$ cat src/rtl/cycle_ctrl_pkg.sv
// Shared types and phase constants for the fetch/decode/execute cycle controller.
// Imported by cycle_ctrl and step_edge_det.
package cycle_ctrl_pkg;

    typedef enum logic [1:0] {
        ST_HALTED = 2'd0,
        ST_RUN    = 2'd1,
        ST_STEP   = 2'd2
    } state_t;

    localparam logic [2:0] PH_FETCH  = 3'b001;
    localparam logic [2:0] PH_DECODE = 3'b010;
    localparam logic [2:0] PH_EXEC   = 3'b100;

    // One-hot rotate: fetch -> decode -> execute -> fetch.
    function automatic logic [2:0] ph_next(input logic [2:0] ph);
        return {ph[1:0], ph[2]};
    endfunction

endpackage

$ cat src/rtl/step_edge_det.sv
// Rising-edge detector for the Step request, history held in a register.
// Always running so a held Step never retriggers.
module step_edge_det
    import cycle_ctrl_pkg::*;
(
    input  logic Cin,
    input  logic Reset,
    input  logic i_d,
    output logic o_rise
);

    logic r_q;

    always_ff @(posedge Cin) begin
        if (Reset) r_q <= 1'b0;
        else       r_q <= i_d;
    end

    assign o_rise = i_d & ~r_q;

endmodule

$ cat src/rtl/cycle_ctrl.sv
// Fetch/decode/execute cycle controller with run, single-step and halt.
// Optional breakpoint on retired count: define CYCLE_CTRL_BREAK_EN.
module cycle_ctrl
    import cycle_ctrl_pkg::*;
#(
    parameter int CNT_W = 16
) (
    input  logic             Cin,
    input  logic             Reset,
    input  logic             Run,
    input  logic             Step,
    input  logic             Halt_Req,
    input  logic             Wait,
`ifdef CYCLE_CTRL_BREAK_EN
    input  logic             Bp_En,
    input  logic [CNT_W-1:0] Bp_Count,
    output logic             Bp_Hit,
`endif
    output logic [2:0]       Phase,
    output logic [2:0]       Ph_Done,
    output logic             Busy,
    output logic             Halted,
    output logic [CNT_W-1:0] Instr_Count
);

    state_t           r_state;
    state_t           w_state_nxt;
    logic [2:0]       r_phase;
    logic [2:0]       r_ph_done;
    logic [CNT_W-1:0] r_count;
    logic [CNT_W-1:0] w_count_inc;
    logic             w_step_rise;
    logic             w_adv;
    logic             w_retire;
    logic             w_bp_stop;

    step_edge_det u_step_det (
        .Cin    (Cin),
        .Reset  (Reset),
        .i_d    (Step),
        .o_rise (w_step_rise)
    );

    assign w_adv = ((r_state == ST_RUN) || (r_state == ST_STEP)) && !Wait;
    assign w_retire = w_adv && (r_phase == PH_EXEC);
    assign w_count_inc = r_count + CNT_W'(1);

`ifdef CYCLE_CTRL_BREAK_EN
    assign w_bp_stop = Bp_En && (r_state == ST_RUN) && w_retire
                       && (w_count_inc == Bp_Count);
`else
    assign w_bp_stop = 1'b0;
`endif

    // Leaving HALTED only ever happens from phase fetch, and leaving
    // RUN/STEP only on an execute advance, so halts land on boundaries.
    always_comb begin
        w_state_nxt = r_state;
        unique case (r_state)
            ST_HALTED: begin
                if (!Halt_Req) begin
                    if (Run)              w_state_nxt = ST_RUN;
                    else if (w_step_rise) w_state_nxt = ST_STEP;
                end
            end
            ST_RUN: begin
                if (w_retire && (!Run || Halt_Req || w_bp_stop))
                    w_state_nxt = ST_HALTED;
            end
            ST_STEP: begin
                if (w_retire) w_state_nxt = ST_HALTED;
            end
            default: w_state_nxt = ST_HALTED;
        endcase
    end

    always_ff @(posedge Cin) begin
        if (Reset) begin
            r_state   <= ST_HALTED;
            r_phase   <= PH_FETCH;
            r_ph_done <= 3'b000;
            r_count   <= '0;
        end else begin
            r_state   <= w_state_nxt;
            r_ph_done <= w_adv ? r_phase : 3'b000;
            if (w_adv)    r_phase <= ph_next(r_phase);
            if (w_retire) r_count <= w_count_inc;
        end
    end

`ifdef CYCLE_CTRL_BREAK_EN
    logic r_bp_hit;

    always_ff @(posedge Cin) begin
        if (Reset)
            r_bp_hit <= 1'b0;
        else if (w_bp_stop)
            r_bp_hit <= 1'b1;
        else if ((r_state == ST_HALTED) && (w_state_nxt != ST_HALTED))
            r_bp_hit <= 1'b0;
    end

    assign Bp_Hit = r_bp_hit;
`endif

    assign Phase       = r_phase;
    assign Ph_Done     = r_ph_done;
    assign Busy        = (r_state != ST_HALTED);
    assign Halted      = (r_state == ST_HALTED);
    assign Instr_Count = r_count;

endmodule

$ cat config.mk
export PLATFORM = sky130hd
export DESIGN_NAME = cycle_ctrl
export DESIGN_NICKNAME = d
export VERILOG_FILES = /design/src/rtl/cycle_ctrl_pkg.sv /design/src/rtl/step_edge_det.sv /design/src/rtl/cycle_ctrl.sv
export SDC_FILE = /design/constraint.sdc
export NUM_CORES = 1
export LEC_CHECK = 0
export CAP_MARGIN = 20
export CORE_MARGIN = 8
export CORE_UTILIZATION = 25
export DETAILED_ROUTE_END_ITERATION = 7
export HOLD_SLACK_MARGIN = 0.05
export MAX_ROUTING_LAYER = met4
export SLEW_MARGIN = 20
export SYNTH_ARGS = -nofsm -noshare
export SYNTH_HDL_FRONTEND = slang
export SYNTH_SLANG_ARGS = --single-unit
export TNS_END_PERCENT = 100
$ cat constraint.sdc
create_clock -name Cin -period 3.4 [get_ports Cin]
set_input_delay 0.68 -clock Cin [delete_from_list [all_inputs] [get_ports Cin]]
set_output_delay 0.68 -clock Cin [all_outputs]
set_load 0.01 [all_outputs]
== Yosys cells after proc, flatten, opt, wreduce, memory -nomap -nowiden ==
Index checks and enable logic that the tools add are counted.

* Register bits: 25
* Input port bits: 6
* Word-level logic and storage cells: 33

* Add/subtract/negate cells: 1
* Equal/unequal tests: 7
* Multiplexer cells: 6
* Bitwise operators: 3
* Reductions and logical operators: 11

{| class="wikitable"
|+ Operators by type and width
! kind !! count
|-
| adder 16 x 1 -> 16 bit (second input constant) || 1
|-
| two-way mux 2 bit || 5
|-
| case mux 2 bit (3 select lines) || 1
|-
| inequality test 2 bit (second input constant) || 2
|-
| AND reduction 4 bit || 1
|-
| equality test 3 bit (second input constant) || 1
|-
| logical AND 1 bit || 3
|-
| inequality test 3 x 2 -> 1 bit (second input constant) || 1
|-
| equality test 2 x 1 -> 1 bit (second input constant) || 1
|-
| equality test 2 bit (second input constant) || 1
|-
| zero test 1 bit || 2
|-
| zero test 2 bit || 1
|-
| logical OR 1 bit || 2
|-
| inequality test 2 x 1 -> 1 bit (second input constant) || 1
|-
| inverter 1 bit || 2
|-
| nonzero test 2 bit || 1
|-
| OR reduction 2 bit || 1
|-
| bitwise AND 1 bit || 1
|}

== Longest topological paths before layout ==
* Depth in word-level cells: 7
* Mapped depth: 7
* Gate-level depth less buffers: 6

== Modules after synthesis ==
From an unflattened synthesis, not the netlist that was laid out.

* Cells, all modules: 128
* Area total of the unflattened synthesis: 1168.6 µm²

{| class="wikitable"
|+ By module, submodules not included
! module !! instances !! cells an instance !! area an instance (µm²)
|-
| cycle_ctrl || 1 || 125 || 1121.1
|-
| step_edge_det || 1 || 3 || 47.5
|}

== Worst setup path before layout ==
No wires, ideal clock.

* Path kind: in2reg
* From: input port Wait
* To: register r_count[15], in the netlist Instr_Count[15]
* Library setup time: 0.071 ns
* Data arrival time: 1.607 ns
* Setup slack: 1.723 ns
* Stages on the path: 4
* Cells stage by stage: and4b_1 > nand4_2 > or3_1 > a21oi_1

* Word-level cells in the longest chain between the ends: 3

{| class="wikitable"
|+ RTL lines
! item !! RTL line !! RTL
|-
| start: declaration || cycle_ctrl.sv:13 || <nowiki>input logic Wait,</nowiki>
|-
| zero test 1 bit || cycle_ctrl.sv:44 || <nowiki>assign w_adv = ((r_state == ST_RUN) || (r_state == ST_STEP)) && !Wait;</nowiki>
|-
| logical AND 1 bit || cycle_ctrl.sv:44 ||
|-
| logical AND 1 bit || cycle_ctrl.sv:45 || <nowiki>assign w_retire = w_adv && (r_phase == PH_EXEC);</nowiki>
|-
| end signal: assignment || cycle_ctrl.sv:87 || <nowiki>if (w_retire) r_count <= w_count_inc;</nowiki>
|-
| end: declaration || cycle_ctrl.sv:30 || <nowiki>logic [CNT_W-1:0] r_count;</nowiki>
|}

Every way passes these cells.
A chain may end at the register's enable or synchronous reset.

== Worst setup path in the final report ==
* From: register r_state[0]
* To: output port Busy

* Word-level cells in the longest chain between the ends: 1

{| class="wikitable"
|+ RTL lines
! item !! RTL line !! RTL
|-
| start: declaration || cycle_ctrl.sv:26 || <nowiki>state_t r_state;</nowiki>
|-
| start signal: assignment || cycle_ctrl.sv:84 || <nowiki>r_state <= w_state_nxt;</nowiki>
|-
| nonzero test 2 bit || cycle_ctrl.sv:108 || <nowiki>assign Busy = (r_state != ST_HALTED);</nowiki>
|-
| end: declaration || cycle_ctrl.sv:21 || <nowiki>output logic Busy,</nowiki>
|}

Every way passes these cells.

==> summary.md <==
| Metric | Value |
|---|---|
| # rows | `25` |
| CORE AREA | `about 4700 um2` |
| Library cells used by synthesis | `36` |
| WL/cell | `12.3 um` |
| Period utilization | `67.0%` |
| Placed Cells | `approximately 210` |
| Layout cells sized above 1 | `under 10%` |
| Post-Synth Simple-Gate Area | `between 30% and 40%` |
| Final Non-Filler Cells | `about 210` |
| Crit path launch type | `register` |
| Drt drc | `0` |
| EDFF count, synth | `0` |
| Antenna cells | `0` |
| Worst Path Required | `between 2 and 3 ns` |
| Switch Pwr | `~0.17 mW` |
| Final clock skew | `0.00445 ns` |
| Initial antenna violation count | `0` |
| Initial core utilization | `25.5%` |
| Pin count of the biggest net entering global routing | `21` |
| GR Overflow Total | `0` |
| Number of global-route vias before repair | `between 900 and 1,000` |
| Cell Int Power | `around 0.46 mW` |
| Outcome | `finished, final reports clean` |
| Mapped cell area | `1190 um2` |
| MaxCap Viol Count | `0` |
| Setup TNS | `0 ns` |
| Crit path DAT | `1.60 ns` |
| Post-Syn Nets | `around 140` |
| Drt pass-1 iters | `4` |
| Unrepaired setup endpoints after global routing | `no` |
| TritonCTS Buffers | `3` |
| Sequential area share after synthesis | `roughly 42%` |
| Worst min-delay path class | `register to register` |
| Critical Path Fanout Max | `4` |
| Nets | `between 150 and 200` |
| Ys flop type | `dfxtp_1` |
| Sw frac | `between 20% and 30%` |
| First-pass GRT wire length | `roughly 4.6 mm` |
| Via count | `about 980` |
| Placed inst area | `~1500 um2` |
| Clock sinks | `25` |
| Area of the die | `7220 um2` |
| Worst setup EP type | `primary output` |
| Final max-slew violation count | `0` |
| Area leader, netlist | `dfxtp_1` |
| Area Growth Syn to Fin | `33.1%` |
| Worst-path clk slew | `~0.09 ns` |
| I/O Buffers | `29` |
| WHS | `roughly 0.50 ns` |
| GP Congestion | `approximately 0.70` |
| HPWL after DPL | `2.01 mm` |
| Ranking of synthesized cells by area | `dfxtp_1 42%, nor2_1 5.7%, ha_1 4.2%, xnor2_1 3.7%, xor2_1 2.9%` |
| Worst VDD drop | `roughly 0.00015 V` |
| DR iter-0 viols | `42` |
| WS Path Type | `register to primary output` |
| Synth cell count leaders | `25 x dfxtp_1, 18 x nor2_1, 7 x nand2_1` |
| DRT Wirelength | `around 2.6 mm` |
| Power per unit of standard cell area | `a little under 400 nW/um2` |
| Max Buffers Root-to-Sink | `2` |
| Ys Warns | `0` |
| Most frequent cell after synthesis | `dfxtp_1` |
| Design Area, Final | `1580 um2` |
| Global-route usage over all layers | `8.00%` |
| Cts repair resizes | `0` |
| Slew HR | `between 50% and 60%` |
| CTS tree | `yes` |
| Clk_lat worst skew | `between 0.2 and 0.3 ns` |
| Achievable Freq | `between 400 and 500 MHz` |
| Register share of total power | `just over 50%` |
| Post-CTS Setup Bufs | `0` |
| Min Tclk post-route | `2.28 ns` |
| Combinational Power Share | `between 20% and 30%` |
| Top-area cell type share of the netlist area | `a little over two fifths` |
| Async SR Flop Fraction | `0%` |
| Die height | `85.0 um` |
| Flops & latches, synth | `25` |
| Fillers | `approximately 500` |
| CTS Root Cell | `clkbuf_8` |
| I/O Pins | `30` |
| Final setup vio count | `0` |
| Mux share of post-synthesis cell area | `approximately 5.4%` |
| Synthesized instance count | `approximately 130` |
| Die W | `approximately 85 um` |
| Largest family of logic cells by synthesized area | `simple AND/OR/NAND/NOR gates` |
| CTS Hold Buffers Added | `0` |
| Static leakage | `between 0.5 and 0.6 nW` |
| Worst-margin pin slew | `about 0.67 ns` |
| Total power | `a little over 0.6 mW` |
| Hold Vio Cnt, Final | `0` |
| Clock power frac | `~28%` |
| Post-Syn Area per Cell | `just over 9 um2` |
| Synth Area in XOR/XNOR | `~6.6%` |
| Vias/cell | `4.64` |
| Synth Area in Adders | `between 4 and 5%` |
| DRT antenna net count | `0` |
| Compound-Gate Fraction of Synth Area | `around 8.3%` |
| CTS H-Tree Depth | `1` |
==> power groups by stage <==
stage          logic [mW]  registers (mW)  clock network (mW)
2_1_floorplan      0.0783           0.326                   0
3_3_place_gp        0.131           0.325                   0
3_5_place_dp        0.130           0.326                   0
4_1_cts             0.132           0.319               0.182
5_1_grt             0.142           0.321               0.193
6_report            0.131           0.318               0.172
==> layer usage <==
layer | GRT usage, % | up-vias | wire length, um
met5 | - | - | 0
met4 | 3.88 | 0 | 40
met3 | 2.41 | 2 | 155
met2 | 11.4 | 20 | 1110
met1 | 10.0 | 450 | 1300
li1 | - | 511 | -
==> path summary, 6_finish.rpt <==
kind,start,to,slack (ns),depth (start not counted)
worst min-delay path,Instr_Count[15],Instr_Count[15],0.50,2
worst min register to register,Instr_Count[15],Instr_Count[15],0.50,2
worst max register to register,r_state[0],Instr_Count[13],1.58,6
worst max-delay path,r_state[0],Busy,1.12,4
==> critical path, stage by stage (launching register included) <==
cell             delay (ns)
dfxtp_1                0.34
inv_1                  0.07
ha_1                   0.25
inv_1                  0.12
clkdlybuf4s50_1        0.55
==> through the flow <==
step,setup slack [ns],utilization (%)
floorplan,1.72,-
global placement,1.15,33.0
detailed placement,1.14,33.0
CTS,1.12,34.0
global route,1.03,34.0
finish,1.12,34.0
==> sequential cells by signal, indices dropped and copies added, names as in the netlist <==
name	cells
Instr_Count	16
Phase	3
Ph_Done	3
u_step_det.r_q	1
r_state	2
==> logic make-up (layout without fill, tap and decap cells) <==
logic type | Yosys count | in the layout
compound gates | 13 | 13
xor+xnor | 9 | 9
fa+ha+maj | 4 | 4
buf+inv | 9 | 39
flops | 25 | 25
mux | 6 | 6
simple gates | 62 | 62
==> area by class of cell <==
type                    instances  area, um2  share of cell area, %
multi-input cells              94        654                   41.3
flip-flops and latches         25        500                   31.6
repair buffers                 30        298                   18.8
well taps                      54       67.6                   4.27
clock buffers                   4       45.0                   2.84
inverters                       5       18.8                   1.18
==> layout by cell type, fill, tap and decap left out, drive strengths merged <==
master and count:
nor3 4, nor3b 2, nor2b 5, nand3 5, nand2 7, o21ai 3
and4 2, and3 3, mux2i 3, clkbuf 4, and4bb 1, nand2b 2
buf 1, o41ai 1, nand4 4, and4b 1, o31ai 1, a211o 3
clkdlybuf4s50 29, ha 4, o311a 1, xnor2 5, xor2 4, a21oi 3
nand4b 1, inv 5, or2 1, nand4bb 1, nor2 18, nor4 1
o32ai 1, or3 3, nand3b 1, dfxtp 25, mux2 3
Power figures use the tool's default switching activity.
